## config.mk

```make
export PLATFORM = sky130hd
export DESIGN_NAME = exe_stage_unit
export DESIGN_NICKNAME = d
export VERILOG_FILES = /design/src/rtl/exe_stage_unit.sv
export SDC_FILE = /design/constraint.sdc
export NUM_CORES = 1
export LEC_CHECK = 0
export ABC_AREA = 1
export CORE_ASPECT_RATIO = 1.75
export CORE_UTILIZATION = 50
export DETAILED_ROUTE_END_ITERATION = 10
export PLACE_DENSITY = 0.74
export REMOVE_ABC_BUFFERS = 1
export SLEW_MARGIN = 20
export SYNTH_ARGS = -nofsm -noshare
export SYNTH_HDL_FRONTEND = slang
export SYNTH_SLANG_ARGS = --single-unit
```

## constraint.sdc

```tcl
create_clock -name clk -period 7 [get_ports clk]
set_clock_uncertainty 0.05 [all_clocks]
set_input_delay 1.4 -clock clk [delete_from_list [all_inputs] [get_ports clk]]
set_output_delay 1.4 -clock clk [all_outputs]
set_load 0.01 [all_outputs]
```

## src/rtl/exe_stage_unit.sv

```systemverilog
// exe_stage_unit -- execute stage, consumer side of the ID/EX register.
//
// Purpose:
//   The stage does four jobs:
//   - It forms the second operand (Val2). Val2 is one of three things: a
//     rotated 8-bit immediate, a shifted register, or a raw 12-bit memory
//     offset.
//   - It runs the 4-bit command ALU and holds the registered NZCV status.
//   - It computes the branch target.
//   - It executes MUL as a multi-cycle shift-add sequence. While that
//     sequence runs, stall_req holds the front of the pipeline.
//
// Ports:
//   clk, rst       clock (rising edge); synchronous active-high reset
//   flush          aborts an in-flight MUL and suppresses the status write
//   s_in           set-flags request
//   imm_in         selects the rotated-immediate form of Val2
//   mem_r_en_in    load: Val2 = offset, and the ALU is forced to ADD
//   mem_w_en_in    store: treated exactly like a load
//   exe_cmd_in     ALU command
//   pc_in          PC+4 of the instruction
//   val_rn_in      first operand
//   val_rm_in      register second operand
//   shift_op_in    12-bit shifter operand field
//   simm24_in      branch offset, counted in words
//   alu_result     ALU result; carries the product in the MUL DONE cycle
//   br_addr        pc_in + sext(simm24_in) * 4
//   status         registered {N,Z,C,V}
//   stall_req      held high while a MUL is incomplete
module exe_stage_unit #(
    parameter int MUL_ITERS = 32
) (
    input  logic        clk,
    input  logic        rst,
    input  logic        flush,
    input  logic        s_in,
    input  logic        imm_in,
    input  logic        mem_r_en_in,
    input  logic        mem_w_en_in,
    input  logic [3:0]  exe_cmd_in,
    input  logic [31:0] pc_in,
    input  logic [31:0] val_rn_in,
    input  logic [31:0] val_rm_in,
    input  logic [11:0] shift_op_in,
    input  logic [23:0] simm24_in,
    output logic [31:0] alu_result,
    output logic [31:0] br_addr,
    output logic [3:0]  status,
    output logic        stall_req
);
    localparam logic [3:0] CMD_MOV = 4'b0001;
    localparam logic [3:0] CMD_MVN = 4'b1001;
    localparam logic [3:0] CMD_ADD = 4'b0010;
    localparam logic [3:0] CMD_ADC = 4'b0011;
    localparam logic [3:0] CMD_SUB = 4'b0100;
    localparam logic [3:0] CMD_SBC = 4'b0101;
    localparam logic [3:0] CMD_AND = 4'b0110;
    localparam logic [3:0] CMD_ORR = 4'b0111;
    localparam logic [3:0] CMD_EOR = 4'b1000;
    localparam logic [3:0] CMD_MUL = 4'b1010;
    localparam int CNT_W = $clog2(MUL_ITERS) + 1;

    typedef enum logic [1:0] {IDLE, BUSY, DONE} state_t;

    state_t             state, state_nxt;
    logic [31:0]        mcand, mplier, acc;
    logic [CNT_W-1:0]   cnt;
    logic [31:0]        val2, res;
    logic [32:0]        sum;
    logic [3:0]         cmd_eff;
    logic               c_f, v_f, flag_ok, mem_op, mul_start;

    // Rotate-right of the zero-extended 8-bit immediate by twice the 4-bit field.
    function automatic logic [31:0] rot_imm(input logic [7:0] imm8, input logic [3:0] rot);
        logic [31:0] b;
        logic [4:0]  r;
        b = {24'b0, imm8};
        r = {rot, 1'b0};
        if (r == 5'd0) return b;
        return (b >> r) | (b << (6'd32 - {1'b0, r}));
    endfunction

    // Register shifter; a zero amount passes the value through for every type.
    function automatic logic [31:0] shift_reg(input logic [31:0] v, input logic [4:0] amt,
                                              input logic [1:0] typ);
        logic signed [31:0] sv;
        sv = v;
        if (amt == 5'd0) return v;
        case (typ)
            2'b00:   return v << amt;
            2'b01:   return v >> amt;
            2'b10:   return sv >>> amt;
            default: return (v >> amt) | (v << (6'd32 - {1'b0, amt}));
        endcase
    endfunction

    assign mem_op  = mem_r_en_in | mem_w_en_in;
    assign cmd_eff = mem_op ? CMD_ADD : exe_cmd_in;
    assign br_addr = pc_in + {{6{simm24_in[23]}}, simm24_in, 2'b00};

    always_comb begin
        if (mem_op)      val2 = {20'b0, shift_op_in};
        else if (imm_in) val2 = rot_imm(shift_op_in[7:0], shift_op_in[11:8]);
        else             val2 = shift_reg(val_rm_in, shift_op_in[11:7], shift_op_in[6:5]);
    end

    // Command ALU. The 33-bit sum carries C. Subtraction is computed as
    // Rn + ~Val2 + 1, so its carry out reads directly as "no borrow".
    always_comb begin
        res     = 32'd0;
        sum     = 33'd0;
        c_f     = status[1];
        v_f     = status[0];
        flag_ok = 1'b1;
        case (cmd_eff)
            CMD_MOV: res = val2;
            CMD_MVN: res = ~val2;
            CMD_ADD, CMD_ADC: begin
                sum = {1'b0, val_rn_in} + {1'b0, val2}
                      + {32'b0, (cmd_eff == CMD_ADC) & status[1]};
                res = sum[31:0];
                c_f = sum[32];
                v_f = (val_rn_in[31] == val2[31]) & (res[31] != val_rn_in[31]);
            end
            CMD_SUB, CMD_SBC: begin
                sum = {1'b0, val_rn_in} + {1'b0, ~val2}
                      + ((cmd_eff == CMD_SUB) ? 33'd1 : {32'b0, status[1]});
                res = sum[31:0];
                c_f = sum[32];
                v_f = (val_rn_in[31] != val2[31]) & (res[31] != val_rn_in[31]);
            end
            CMD_AND: res = val_rn_in & val2;
            CMD_ORR: res = val_rn_in | val2;
            CMD_EOR: res = val_rn_in ^ val2;
            default: flag_ok = 1'b0;  // MUL and undefined codes leave the flags alone
        endcase
    end

    // The start cycle stalls combinationally, so the held MUL is latched
    // exactly once.
    assign mul_start  = (state == IDLE) && (cmd_eff == CMD_MUL) && !flush;
    assign stall_req  = mul_start || (state == BUSY);
    assign alu_result = (state == DONE) ? acc : res;

    always_comb begin
        state_nxt = state;
        case (state)
            IDLE: if (mul_start) state_nxt = BUSY;
            BUSY: begin
                if (flush)                                state_nxt = IDLE;
                else if (cnt == CNT_W'(MUL_ITERS - 1))    state_nxt = DONE;
            end
            default: state_nxt = IDLE;  // DONE never restarts the held MUL
        endcase
    end

    always_ff @(posedge clk) begin
        if (rst) begin
            state  <= IDLE;
            mcand  <= 32'd0;
            mplier <= 32'd0;
            acc    <= 32'd0;
            cnt    <= '0;
            status <= 4'd0;
        end else begin
            state <= state_nxt;
            if (mul_start) begin
                mcand  <= val_rn_in;
                mplier <= val2;
                acc    <= 32'd0;
                cnt    <= '0;
            end else if (state == BUSY && !flush) begin
                if (mplier[0]) acc <= acc + mcand;
                mcand  <= mcand << 1;
                mplier <= mplier >> 1;
                cnt    <= cnt + 1'b1;
            end
            // A MUL with S updates only N and Z, and does so in its result
            // cycle.
            if (state == DONE) begin
                if (s_in && !flush && cmd_eff == CMD_MUL)
                    status <= {acc[31], acc == 32'd0, status[1:0]};
            end else if (s_in && !flush && !stall_req && flag_ok) begin
                status <= {res[31], res == 32'd0, c_f, v_f};
            end
        end
    end
endmodule

```

==> results of run 1 <==
==> per-layer routing <==
layer,global-route usage,GRT overflow
met1,0.715,1
met2,0.958,304
met3,0.544,6
met4,0.751,158
met5,0.146,0
==> kinds of logic after synthesis <==
family          synth area share
compound gates             0.206
xor+xnor                  0.0276
fa+ha+maj                  0.102
buf+inv                    0.122
flops                      0.102
simple gates               0.441
==> cell usage after synthesis, types with 4 or more instances <==
cell	count	share of area
dfxtp_1	108	0.10
buf_1	17	0.0030
nor2_1	292	0.052
nor2_4	4	0.0021
a221oi_1	6	0.0025
inv_1	432	0.076
nand3_1	583	0.14
xor2_1	45	0.019
o21bai_1	15	0.0053
nand3b_1	10	0.0035
fa_1	6	0.0057
o2111ai_1	4	0.0016
xnor2_1	17	0.0070
o211ai_1	26	0.0092
nor2_2	11	0.0032
o21a_1	7	0.0025
a21o_1	7	0.0025
buf_2	46	0.011
o22ai_1	23	0.0068
a31oi_1	60	0.018
o221ai_1	5	0.0021
inv_2	12	0.0021
o21ai_1	27	0.0064
nand2_2	26	0.0077
clkbuf_1	107	0.019
a21boi_0	12	0.0042
nand4_1	54	0.016
or2_2	7	0.0021
nor4_1	8	0.0024
o21ai_0	252	0.059
a21oi_1	310	0.073
nor3_1	30	0.0071
a211oi_1	9	0.0032
buf_4	16	0.0057
nand2_1	1093	0.19
o21ai_2	5	0.0021
o31ai_1	6	0.0021
buf_6	7	0.0037
ha_1	163	0.096
nand3_2	19	0.0090
==> stage by stage <==
stage | hold WS [ns] | area, µm² | setup WS, ns
floorplan | 0.389 | 20300 | -1.26
global placement | 0.403 | 29500 | -1.22
detailed placement | 0.408 | 29500 | -1.24
CTS | 0.426 | 30900 | -0.175
==> timing repair <==
| item | in CTS |
|---|---|
| pin swaps | 37 |
| gates cloned | 2 |
| setup buffers | 41 |
| resized for setup | 370 |
| setup endpoints to repair | 31 |
==> metrics.yaml, run 1 <==
synth:
  synth_seq_cells: 108
  synthCells: 3923
  synth.distinct_cells: 63
  synth_area_mm2: 0.0212
  synth_edf_count: 0
  ys.warnings.count: 0
  synth.avg_cell_area_um2: 5.41
  synthArstFlopShare: 0
  ys_seq_area_frac: 0.102
  synth_flop_cell: "dfxtp_1"
run_status:
  outcome: "did not finish"
  error_line: "[ERROR GRT-0116] Global routing finished with congestion. Check the congestion regions in the DRC Viewer."
  lastStage: "global routing"
clock_network:
  hold_buffers: 0
  cts_buffers: 9
  clockRootBuffer: "clkbuf_16"
  cts.sinks: 108
  htreeDepth: 3
  cts_buffer_depth: 2
die:
  initial_core_util: 0.509
  die_height_um: 275
  die_w_um: 158
  num_rows: 99
  io_pins: 212
global_route:
  grt_max_degree: 58
  overflow: 469
  grt_pass1_wl_mm: 247
  grt_pass1_vias: 37100
  grt.total_usage: 0.736
place:
  numPortBuffers: 207
  hpwl_mm: 99.0
  placedCellCount: 5310
  gp_congestion: 1.19
==> inputs of run 2 (changes only) <==
CORE_ASPECT_RATIO = unset   (was 1.75)
CORE_UTILIZATION = 35   (was 50)
PLACE_DENSITY = unset   (was 0.74)
PLACE_DENSITY_LB_ADDON = 0.15   (was unset)
clock period = 9.1 ns   (was 7 ns; I/O delays follow)
==> run 2 against run 1 <==
- the run now ends clean
- synthesized area did not move
- synthesized cell count did not move
==> metrics.yaml, run 2 <==
power:
  switching_share: 0.469
  pwr-share-seq: 0.189
  switchingPower_mw: 1.19
  p_per_area_mw_per_mm2: 93.4
  p_int_mw: 1.35
  pwr-share-clk: 0.170
  p_comb_frac: 0.641
  vdd_drop_max_mv: 0.0943
  p_leak_nw: 13.5
worst_setup_path:
  reg2reg_to: "status[2]$_SDFFE_PP0P_"
  worstSetupEndpointType: "primary output"
  required_ns: 7.23
  max_stage_delay_ns: 0.59
  crit_top_cell: "nand2_1"
  crit_type: "in -> out"
  r2r_cells: 23
  r2r-start: "status[1]$_SDFFE_PP0P_"
  crit_start: "shift_op_in[7]"
  path_max_fanout: 8
  crit_end: "alu_result[27]"
  r2r_slack_ns: 5.02
  slowest_stage: "clkdlybuf4s50_1"
  worstSetupStartpointType: "primary input"
  cp.arrival_ns: 7.01
sta:
  rsz0062_at_grt: "yes"
  tightest_slew_ns: 1.02
  slew_headroom: 0.314
  setup_violations: 0
  fin_crit_ns: 8.88
  hold_violations: 0
  slew_viol_final: 0
  fmax_mhz: 113
  period_share: 0.976
place:
  numPortBuffers: 207  # unchanged
  gp_congestion: 1.08  # -9.3%
  hpwl_mm: 86.3  # -13%
  place_area_mm2: 0.0265  # -10%
drt:
  wire_per_inst_um: 20.9
  route.final.wire_length_mm: 107
  drt_pass1_iterations: 8
  antenna_left: 0
  viasPerCell: 5.63
  remaining_drc_errors: 0
  num_vias: 28857
  drtIter0Drc: 3458
clock_network:
  htreeDepth: 3  # unchanged
  clk_latency_ns: 0.39
  hold_buffers: 0  # unchanged
  clockRootBuffer: "clkbuf_16"
  cts_buffers: 9  # unchanged
  cts_buffer_depth: 2  # unchanged
  cts_tree: "built"
  cts.clk_slew.worst_paths_ns: 0.07
  cts.sinks: 108  # unchanged
synth:
  ys.warnings.count: 0  # unchanged
  synth_seq_cells: 108  # unchanged
  ys_seq_area_frac: 0.102  # unchanged
  synth_top_cell_area_share: 0.193  # unchanged
  synth_area_leader_cell: "nand2_1"
  synth_edf_count: 0  # unchanged
  synth_commonest_cells: "nand2_1, nand3_1, inv_1, a21oi_1, nor2_1"
  synthTopCellsByArea: "nand2_1, nand3_1, dfxtp_1"
  synthCells: 3923  # unchanged
  synth.avg_cell_area_um2: 5.41  # unchanged
  yosysMostFrequentCell: "nand2_1"
  synth.distinct_cells: 63  # unchanged
  synthArstFlopShare: 0  # unchanged
  synth_flop_cell: "dfxtp_1"
  synth_area_mm2: 0.0212  # unchanged
final_layout:
  fin_util: 0.458
  final_cell_mix: "nand2_1, nand3_1, inv_1"
  layout_commonest_cell: "nand2_1"
  syn_to_final_growth_pct: 28.2
  layout.nets: 4663
  reg_top3: "acc (32), mcand (32), mplier (32)"
  fin_area_mm2: 0.0272
  drive_gt1_frac: 0.134
die:
  die_w_um: 248  # +57%
  die_height_um: 248  # -9.6%
  dieArea_mm2: 0.0617
  num_rows: 89  # -10%
  coreArea_mm2: 0.0595
  initial_core_util: 0.357  # -0.152
  io_pins: 212  # unchanged
global_route:
  grt.total_usage: 0.339
  antenna_found_initial: 2
  grt_pass1_vias: 26465
  grt_pass1_wl_mm: 159
  grt_max_degree: 74
  overflow: 0
run_status:
  outcome: "finished, final reports clean"
hold_path:
  hp-class: "reg -> reg"
  hp-start: "mplier[1]$_SDFFE_PP0P_"
job:
  maxCapViolCount: 0
## run 2: area by class of cell
type | instances | area (µm²)
diodes | 1 | 2.50
clock buffers | 11 | 243
clock inverters | 5 | 67.6
fillers | 6655 | 32200
inverters | 448 | 1700
multi-input cells | 3174 | 16800
flip-flops and latches | 108 | 2160
well taps | 773 | 967
repair buffers | 610 | 5320
## run 2: what timing repair did
action,in CTS,in global routing
hold endpoints to repair,0,0
setup endpoints to repair,0,26
buffers inserted,0,12
resized for setup,0,96
## run 2: layer usage
metal	vias to the layer above	track usage	part of all wire
met5	-	0	0
met4	0	0.149	0.053
met3	285	0.0562	0.099
met2	1585	0.505	0.41
met1	13070	0.475	0.44
li1	13917	-	-
## run 2: through the flow
stage	TNS [ns]	std cells	setup slack, ns	total power, mW	hold slack [ns]
2_1_floorplan	-0.000765	3730	-0.000765	1.26	0.389
3_3_place_gp	0	5099	0.128	2.04	0.405
3_5_place_dp	0	5099	0.111	2.04	0.409
4_1_cts	0	5115	0.0957	2.48	0.420
5_1_grt	-0.134	5130	-0.0624	2.70	0.433
6_report	0	5130	0.222	2.54	0.419
## run 2: cell families after synthesis
group / after synthesis / synth area share
compound gates: 787 / 0.206
xor+xnor: 64 / 0.0276
fa+ha+maj: 169 / 0.102
buf+inv: 641 / 0.122
flops: 108 / 0.102
simple gates: 2154 / 0.441
## run 2: worst min path at each step
stage	cells past startpoint	to	slack [ns]
finish	2	mplier[1]$_SDFFE_PP0P_	0.42
global route	2	mplier[11]$_SDFFE_PP0P_	0.43
CTS	2	mplier[11]$_SDFFE_PP0P_	0.42
detailed placement	2	mplier[11]$_SDFFE_PP0P_	0.41
global placement	2	mplier[26]$_SDFFE_PP0P_	0.40
floorplan	2	mplier[19]$_SDFFE_PP0P_	0.39
## run 2: critical path: cells and delay by family
family	cells	cell delay, ns
compound gates	7	1.56
fa+ha+maj	3	0.81
buf+inv	8	1.84
simple gates	12	0.98
## run 2: power groups by stage
stage	sequential (mW)	combinational (mW)	clock [mW]
after global routing	0.480	1.76	0.458
after CTS	0.480	1.56	0.443
after floorplan	0.490	0.771	0
after global placement	0.491	1.55	0
final	0.480	1.63	0.433
after detailed placement	0.491	1.55	0
Note: power is estimated with default switching activity, not from simulation.
==> inputs of run 3 (changes only) <==
CTS_CLUSTER_SIZE = 20   (was unset)
DONT_BUFFER_PORTS = 1   (was unset)
==> run 3 against run 2 <==
- the run now ends with DRC left
- sequential power about the same
- non-clock buffer count is 514 lower
- sequential share of layout area rose by 1.7 points
- largest cell class unchanged
==> metrics.yaml, run 3 (synthesized netlist as in run 2, its figures left out) <==
global_route:
  grt-busiest-layer: "met2"
  grt_use_met1: 0.496  # +0.0207
  grt.total_usage: 0.344  # +0.00534
  grt_pass1_wl_mm: 159  # +0.14%
  grt_util_met2: 0.499  # -0.00572
  grt_pass1_vias: 24436  # -7.7%
  antenna_found_initial: 2  # unchanged
  met3_usage: 0.0608  # +0.00452
  grt_max_degree: 72  # -2.7%
  overflow: 0  # unchanged
clock_network:
  cts.clk_slew.worst_paths_ns: 0.08  # about the same
  htreeDepth: 3  # unchanged
  clk_latency_ns: 0.39  # about the same
  cts.sinks: 108  # unchanged
  clockRootBuffer: "clkbuf_16"
  cts_buffers: 9  # unchanged
  cts_buffer_depth: 2  # unchanged
  post_cts_buffers: 0  # unchanged
  cts_tree: "built"
power:
  power_mw: 2.18  # -14%
  p_per_area_mw_per_mm2: 97.0  # +3.8%
  p_leak_nw: 11.0  # -18%
  vdd_drop_max_mv: 0.103  # +9.3%
final_layout:
  layout_commonest_cell: "nand2_1"
  drive_gt1_frac: 0.0554  # -0.0786
  reg_top3: "acc (32), mcand (32), mplier (32)"
  syn_to_final_growth_pct: 5.68
  diodes: 0  # -1
  layout.nets: 4149  # -11%
  final_cell_mix: "nand2_1, nand3_1, inv_1"
  fin_util: 0.377  # -0.0805
place:
  hpwl_mm: 87.4  # +1.2%
  gp_congestion: 1.08  # +0.19%
  numPortBuffers: 0  # -100%
drt:
  viasPerCell: 5.85  # +4.0%
  wire_per_inst_um: 23.5  # +12%
  antenna_left: 0  # unchanged
  drtIter0Drc: 3176  # -8.2%
  route.final.wire_length_mm: 109  # +1.1%
  remaining_drc_errors: 1  # +1
  num_vias: 27008  # -6.4%
  drt_pass1_iterations: 11  # +3
sta:
  period_share: 0.965  # -0.0102
  tightest_slew_ns: 1.05  # +0.0304 ns
  slew_viol_final: 0  # unchanged
  setup_violations: 0  # unchanged
  setup_tns_ns: 0  # unchanged
  fin_crit_ns: 8.78  # -0.0932 ns
  hold_violations: 0  # unchanged
  slew_headroom: 0.296  # -0.0188
  fmax_mhz: 114  # +1.1%
  holdWs_ns: 0.413  # -0.00673 ns
  rsz0062_at_grt: "no"
hold_path:
  hp-class: "reg -> reg"
die:
  io_pins: 212  # unchanged
  num_rows: 89  # unchanged
  coreArea_mm2: 0.0595  # unchanged
  die_height_um: 248  # unchanged
  die_w_um: 248  # unchanged
  dieArea_mm2: 0.0617  # unchanged
  initial_core_util: 0.357  # unchanged
worst_setup_path:
  required_ns: 7.23  # about the same
  crit_type: "in -> out"
  worstSetupStartpointType: "primary input"
  path_max_fanout: 71  # +63
  worstSetupEndpointType: "primary output"
  cp.arrival_ns: 6.91  # -0.10 ns
run_status:
  outcome: "finished with violations"
  violations: "DRC"
job:
  maxCapViolCount: 0  # unchanged
## run 3: changes by cell type in the layout (fill, tap and decap cells not counted), moves of 8 or more
cell | previous run | this run
nand2_1 | 1078 | 1092
nand2_2 | 41 | 27
ha_1 | 154 | 163
buf_4 | 385 | 93
o21ai_0 | 242 | 251
clkdlybuf4s50_1 | 192 | 0
a21oi_1 | 300 | 310
dlymetal6s2s_1 | 10 | 0
nor2_1 | 279 | 287
buf_12 | 15 | 3
a21oi_2 | 10 | 0
## run 3: cell type report
cell class              instances  area (µm²)
well taps                     773         967
fillers                      6901       37000
multi-input cells            3174       16500
flip-flops and latches        108        2160
clock inverters                 7         115
clock buffers                   9         225
repair buffers                 96         758
inverters                     448        1690
## run 3: where the power goes
part / internal (mW) / switching, mW / leakage [nW]
sequential: 0.477 / 0.00379 / 0.871
clock: 0.250 / 0.231 / 0.163
combinational: 0.350 / 0.865 / 10.0
total: 1.08 / 1.10 / 11.0
## run 3: what timing repair did
item	in CTS	in global routing
endpoints found under the setup margin	0	8
hold buffers	0	0
resized for setup	0	3
## run 3: metal layers
layer	part of all wire	wire length [µm]	vias to the layer above
met5	0.00028	30	-
met4	0.044	4830	4
met3	0.095	10300	235
met2	0.41	44300	1438
met1	0.45	49100	12454
li1	-	-	12877
## run 3: critical path: stages
cell,delay [ns]
inv_2,0.08
buf_12,0.26
nand2_1,0.16
nor2_2,0.30
inv_1,0.21
nand2_1,0.18
nor2_2,0.10
o21ai_0,0.52
a21oi_1,0.19
nand2_1,0.34
inv_1,0.12
ha_1,0.43
a21oi_1,0.39
o21ai_0,0.28
a21oi_1,0.32
nand3_1,0.23
nand2_1,0.12
nand2_1,0.05
o21ai_0,0.16
inv_1,0.05
nand2_1,0.13
nor2_2,0.07
o21ai_0,0.21
buf_4,0.17
## run 3: final timing paths
check	startpoint	to	slack [ns]	cells past startpoint
min reg2reg	mplier[9]$_SDFFE_PP0P_	mplier[9]$_SDFFE_PP0P_	0.41	2
max	shift_op_in[8]	alu_result[19]	0.32	24
max reg2reg	status[1]$_SDFFE_PP0P_	status[2]$_SDFFE_PP0P_	4.97	18
min	mplier[9]$_SDFFE_PP0P_	mplier[9]$_SDFFE_PP0P_	0.41	2
## run 3: per-stage QoR
stage | area, µm² | worst slack, ns | instances
finish | 22400 | 0.315 | 4615
global route | 22400 | 0.0321 | 4615
CTS | 22400 | 0.435 | 4615
detailed placement | 22100 | 0.452 | 4599
global placement | 22100 | 0.532 | 4599
floorplan | 20300 | -0.000765 | 3730
